[src/rtl/uart_pkg.sv]
// Shared UART definitions.
// Frame geometry, default timing and the common state encoding.
package uart_pkg;

  localparam int DATA_BITS = 8;

  // 12 MHz board clock at 115200 baud
  localparam int CLKS_PER_BIT_115200 = 104;

  typedef enum logic [2:0] {
    ST_IDLE,
    ST_START,
    ST_DATA,
    ST_STOP,
    ST_BREAK
  } uart_state_e;

endpackage

[src/rtl/sync_2ff.sv]
// Generic 1-bit two-flop synchronizer.
// Reset value is a parameter so idle-high lines come up idle.
module sync_2ff #(
  parameter logic RST_VAL = 1'b0
) (
  input  logic clk,
  input  logic rst,
  input  logic d,
  output logic q
);

  logic meta_q;
  logic sync_q;

  // Two back-to-back flops to settle metastability
  always_ff @(posedge clk) begin
    if (rst) begin
      meta_q <= RST_VAL;
      sync_q <= RST_VAL;
    end else begin
      meta_q <= d;
      sync_q <= meta_q;
    end
  end

  assign q = sync_q;

endmodule

[src/rtl/uart_rx.sv]
// 8N1 UART receiver on the full-rate clock.
// Centre-samples each bit with a down-counter; breaks park in ST_BREAK.
module uart_rx
  import uart_pkg::*;
#(
  parameter int CLKS_PER_BIT = CLKS_PER_BIT_115200
) (
  input  logic       clk,
  input  logic       rst,
  input  logic       rx,
  output logic [7:0] data,
  output logic       valid,
  output logic       frame_err,
  output logic       busy
);

  localparam int CW = (CLKS_PER_BIT > 1) ? $clog2(CLKS_PER_BIT) : 1;
  localparam int IW = $clog2(DATA_BITS);
  localparam int HALF = CLKS_PER_BIT / 2;

  localparam logic [CW-1:0] CNT_HALF = CW'(HALF - 1);
  localparam logic [CW-1:0] CNT_FULL = CW'(CLKS_PER_BIT - 1);
  localparam logic [IW-1:0] LAST_IDX = IW'(DATA_BITS - 1);

  logic rx_s;

  uart_state_e state_q, state_d;
  logic [CW-1:0] cnt_q, cnt_d;
  logic [IW-1:0] idx_q, idx_d;
  logic [DATA_BITS-1:0] shreg_q, shreg_d;
  logic [DATA_BITS-1:0] data_q, data_d;
  logic valid_q, valid_d;
  logic ferr_q, ferr_d;
  logic busy_q, busy_d;
  logic cnt_zero;

  sync_2ff #(
    .RST_VAL(1'b1)
  ) u_sync (
    .clk(clk),
    .rst(rst),
    .d  (rx),
    .q  (rx_s)
  );

  assign cnt_zero = (cnt_q == '0);

  // Next-state, bit timing, shifting and output pulses
  always_comb begin
    state_d = state_q;
    cnt_d   = cnt_q;
    idx_d   = idx_q;
    shreg_d = shreg_q;
    data_d  = data_q;
    valid_d = 1'b0;
    ferr_d  = 1'b0;
    unique case (state_q)
      ST_IDLE: begin
        if (!rx_s) begin
          cnt_d   = CNT_HALF;
          state_d = ST_START;
        end
      end
      ST_START: begin
        if (!cnt_zero) begin
          cnt_d = cnt_q - CW'(1);
        end else if (!rx_s) begin
          cnt_d   = CNT_FULL;
          idx_d   = '0;
          state_d = ST_DATA;
        end else begin
          state_d = ST_IDLE;
        end
      end
      ST_DATA: begin
        if (!cnt_zero) begin
          cnt_d = cnt_q - CW'(1);
        end else begin
          shreg_d[idx_q] = rx_s;
          cnt_d = CNT_FULL;
          if (idx_q == LAST_IDX) begin
            state_d = ST_STOP;
          end else begin
            idx_d = idx_q + IW'(1);
          end
        end
      end
      ST_STOP: begin
        if (!cnt_zero) begin
          cnt_d = cnt_q - CW'(1);
        end else if (rx_s) begin
          data_d  = shreg_q;
          valid_d = 1'b1;
          state_d = ST_IDLE;
        end else begin
          ferr_d  = 1'b1;
          state_d = ST_BREAK;
        end
      end
      ST_BREAK: begin
        if (rx_s) begin
          state_d = ST_IDLE;
        end
      end
      default: state_d = ST_IDLE;
    endcase
    busy_d = (state_d != ST_IDLE);
  end

  // Receiver state and registered outputs
  always_ff @(posedge clk) begin
    if (rst) begin
      state_q <= ST_IDLE;
      cnt_q   <= '0;
      idx_q   <= '0;
      shreg_q <= '0;
      data_q  <= '0;
      valid_q <= 1'b0;
      ferr_q  <= 1'b0;
      busy_q  <= 1'b0;
    end else begin
      state_q <= state_d;
      cnt_q   <= cnt_d;
      idx_q   <= idx_d;
      shreg_q <= shreg_d;
      data_q  <= data_d;
      valid_q <= valid_d;
      ferr_q  <= ferr_d;
      busy_q  <= busy_d;
    end
  end

  assign data      = data_q;
  assign valid     = valid_q;
  assign frame_err = ferr_q;
  assign busy      = busy_q;

endmodule
[config.mk]
export PLATFORM = sky130hd
export DESIGN_NAME = uart_rx
export DESIGN_NICKNAME = d
export VERILOG_FILES = /design/src/rtl/uart_pkg.sv /design/src/rtl/sync_2ff.sv /design/src/rtl/uart_rx.sv
export SDC_FILE = /design/constraint.sdc
export NUM_CORES = 1
export LEC_CHECK = 0
export CORE_MARGIN = 5
export CORE_UTILIZATION = 40
export DETAILED_ROUTE_END_ITERATION = 8
export GPL_ROUTABILITY_DRIVEN = 0
export PLACE_DENSITY = 0.6
export RECOVER_POWER = 50
export SYNTH_ARGS = -nofsm -noshare
export SYNTH_HDL_FRONTEND = slang
export SYNTH_HIERARCHICAL = 1
export SYNTH_SLANG_ARGS = --single-unit
[constraint.sdc]
create_clock -name clk -period 3.8 [get_ports clk]
set_input_delay 0.76 -clock clk [delete_from_list [all_inputs] [get_ports clk]]
set_output_delay 0.76 -clock clk [all_outputs]
set_load 0.005 [all_outputs]
==> reports/qor.yml <==
hold_path:
  min_delay_path_depth: 1
  min_path_type: "flop to flop"
  hp-start: "u_sync/meta_q$_SDFF_PP1_"
  min_to: "u_sync/q$_SDFF_PP1_"
routing:
  routed_wl_um: 3640
  vias: 1394
  drc_errors: 0
  dr.pass1.iters: 4
  viasPerCell: 5.60
  wl_per_cell_um: 14.6
  ant_nets: 0
  drt_iter0_drc: 117
power:
  ir_drop_mv: 0.230
  pwr-share-seq_pct: 50.9
  internal_power_mw: 0.532
  swShare_pct: 28.7
  switchingPower_mw: 0.214
  total_power_mw: 0.746
  power_frac_clock_pct: 33.7
  p_leak_nw: 0.719
  p_comb_share_pct: 15.4
  power_density_nw_per_um2: 387
yosys:
  netlist_instances: 190
  avgSynthCellArea_um2: 8.91
  synth_seq_cells: 34
  synth_area_um2: 1690
  synthArstFlopShare_pct: 0
  yosysUniqueCellTypes: 48
  synth_nets: 197
  ys_seq_area_share_pct: 40.2
  synth-edff-count: 0
  yosys_warnings: 6
  synth_ff_type: "dfxtp_1"
worst_setup_path:
  crit_arrival_ps: 2820
  rr_worst_depth: 6
  crit_path_end_kind: "flop"
  r2r_setup_slack_ps: 1450
  critPathLaunchType: "primary input"
  critical_path_class: "primary input to flop"
  crit_required_ps: 3950
  timing.rr.start: "idx_q[0]$_SDFFE_PP0P_"
  r2r_end: "idx_q[0]$_SDFFE_PP0P_"
  critPathMaxFanout: 31
timing:
  finalHoldViolCount: 0
  holdWs_ps: 418
  finalClockSkew_ps: 5.87
  finalSetupTns_ps: 0
  setup_viol: 0
  slew-limit-headroom_pct: 17.4
  drv_slew: 0
  tightest_slew_ps: 1240
  fmax_mhz: 375
  finalCritPeriodShare_pct: 70.1
  rsz0062_at_grt: "no"
  min_period_ps: 2660
placement:
  io_buffers: 13
  place_area_um2: 1850
  dp_hpwl_um: 2460
clock_network:
  cts_resized: 0
  cts_root_buffer: "clkbuf_8"
  path_clk_slew_ps: 60
  cts.htree.levels: 2
  cts.sinks: 34
  cts-buffers-inserted: 5
  clock_latency_ps: 280
  hold_buffers: 0
  cts_setup_buffers: 0
  clockBufferDepth: 2
  cts_tree: "done"
global_route:
  grt_first_pass_wirelength_um: 6510
  grt_max_degree: 32
  gr-total-overflow: 0
  grt_pass1_vias: 1392
  antenna_found_initial: 0
  gr-usage-all-layers_pct: 14.9
floorplanning:
  die_y_um: 75.1
  core_um2: 4060
  start_util_pct: 41.7
  pin_count: 14
  rows: 23
  die-area_um2: 5630
  die_w_um: 75.1
cells_and_area:
  antenna_cells: 0
  stdcell_area_um2: 1930
  final_cell_mix: "dfxtp_1 (34), nor2_1 (19), mux2i_1 (15), nand2b_1 (12), dlygate4sd3_1 (12)"
  nets: 206
  synthToLayoutAreaGrowth_pct: 13.7
  final_layout_size_suffix_gt1_share_pct: 11.1
  layout_commonest_cell: "dfxtp_1"
flow_run:
  drv_cap: 0
run_status:
  status: "finished clean"
==> worst max-delay path by stage <==
stage,startpoint,end,slack [ps],cells after the start
after global routing,rst,shreg_q[2]$_SDFFE_PP0P_,910,4
final,rst,shreg_q[2]$_SDFFE_PP0P_,1140,4
after floorplan,idx_q[0]$_SDFFE_PP0P_,idx_q[0]$_SDFFE_PP0P_,1790,6
after global placement,rst,shreg_q[6]$_SDFFE_PP0P_,1590,4
after detailed placement,idx_q[0]$_SDFFE_PP0P_,idx_q[0]$_SDFFE_PP0P_,1530,6
after CTS,idx_q[0]$_SDFFE_PP0P_,idx_q[0]$_SDFFE_PP0P_,1490,6
==> critical path, cell delays in order <==
cell           delay, ps
dlygate4sd3_1        630
clkbuf_1             930
nand2b_1             360
mux2i_1              130
==> cells by family (layout without fill, tap and decap cells) <==
| group | count (synthesis) | in the layout | synth area share, % |
|---|---|---|---|
| muxes | 17 | 17 | 10.2 |
| buffers and inverters | 19 | 28 | 4.29 |
| adders and majority gates | 4 | 4 | 2.96 |
| AOI/OAI and AO/OA | 33 | 33 | 14.5 |
| and+or+nand+nor | 83 | 83 | 27.9 |
| DFF | 34 | 34 | 40.2 |
==> per-stage QoR <==
step                      instances  util, %  worst slack [ps]
after floorplan                 190        -              1790
after global placement          242     45.6              1590
after detailed placement        242     45.6              1530
after CTS                       249     47.5              1490
after global routing            249     47.5               912
final                           249     47.5              1140
==> state kept, by name, indices dropped and copies added (netlist names) <==
signal / count
busy: 1
cnt_q: 7
data: 8
frame_err: 1
idx_q: 3
shreg_q: 8
state_q: 3
u_sync/meta_q: 1
u_sync/q: 1
valid: 1
==> routing by layer <==
metal / global-route usage, % / vias up / share of wire (%)
li1: - / 700 / -
met5: 0 / - / 0
met3: 3.87 / 7 / 3.7
met1: 19.2 / 658 / 46
met2: 24.4 / 29 / 49
met4: 4.74 / 0 / 1.4
==> power by group through the flow <==
stage	clock network, mW	logic, mW	registers (mW)
after floorplan	0	0.0911	0.382
after CTS	0.263	0.117	0.379
after global placement	0	0.115	0.387
after global routing	0.279	0.130	0.381
final	0.251	0.115	0.380
after detailed placement	0	0.116	0.388
==> synthesized netlist by cell type, types with 2 or more instances <==
cell type | n | area share [%]
nor2_1 | 19 | 4.2
nor3b_1 | 3 | 1.3
or3_1 | 2 | 0.74
o21ai_0 | 2 | 0.59
a31oi_1 | 2 | 0.74
nor4_1 | 2 | 0.74
dfxtp_1 | 34 | 40
a311oi_1 | 4 | 2.1
ha_1 | 4 | 3.0
nand2_1 | 8 | 1.8
or3b_2 | 3 | 1.6
mux2_2 | 2 | 1.3
nand2b_1 | 12 | 4.4
mux2i_1 | 15 | 8.9
inv_1 | 6 | 1.3
nand3b_1 | 2 | 0.89
nor2b_1 | 2 | 0.74
o22ai_1 | 2 | 0.74
or2_1 | 2 | 0.74
a31o_2 | 2 | 1.0
nor3_1 | 9 | 2.7
clkbuf_1 | 11 | 2.4
nand4_1 | 2 | 0.74
a21oi_1 | 9 | 2.7
nand3_1 | 7 | 2.1
and2_1 | 2 | 0.74
==> final cells by class <==
type                            count  area, µm²
Fill cell                         397       2130
Multi-Input combinational cell    137        940
Sequential cell                    34        681
Timing Repair Buffer               15        141
Clock buffer                        5       68.8
Tap cell                           50       62.6
Inverter                            6       22.5
Clock inverter                      2       10.0
No activity file was read; power rests on OpenSTA's default activity.
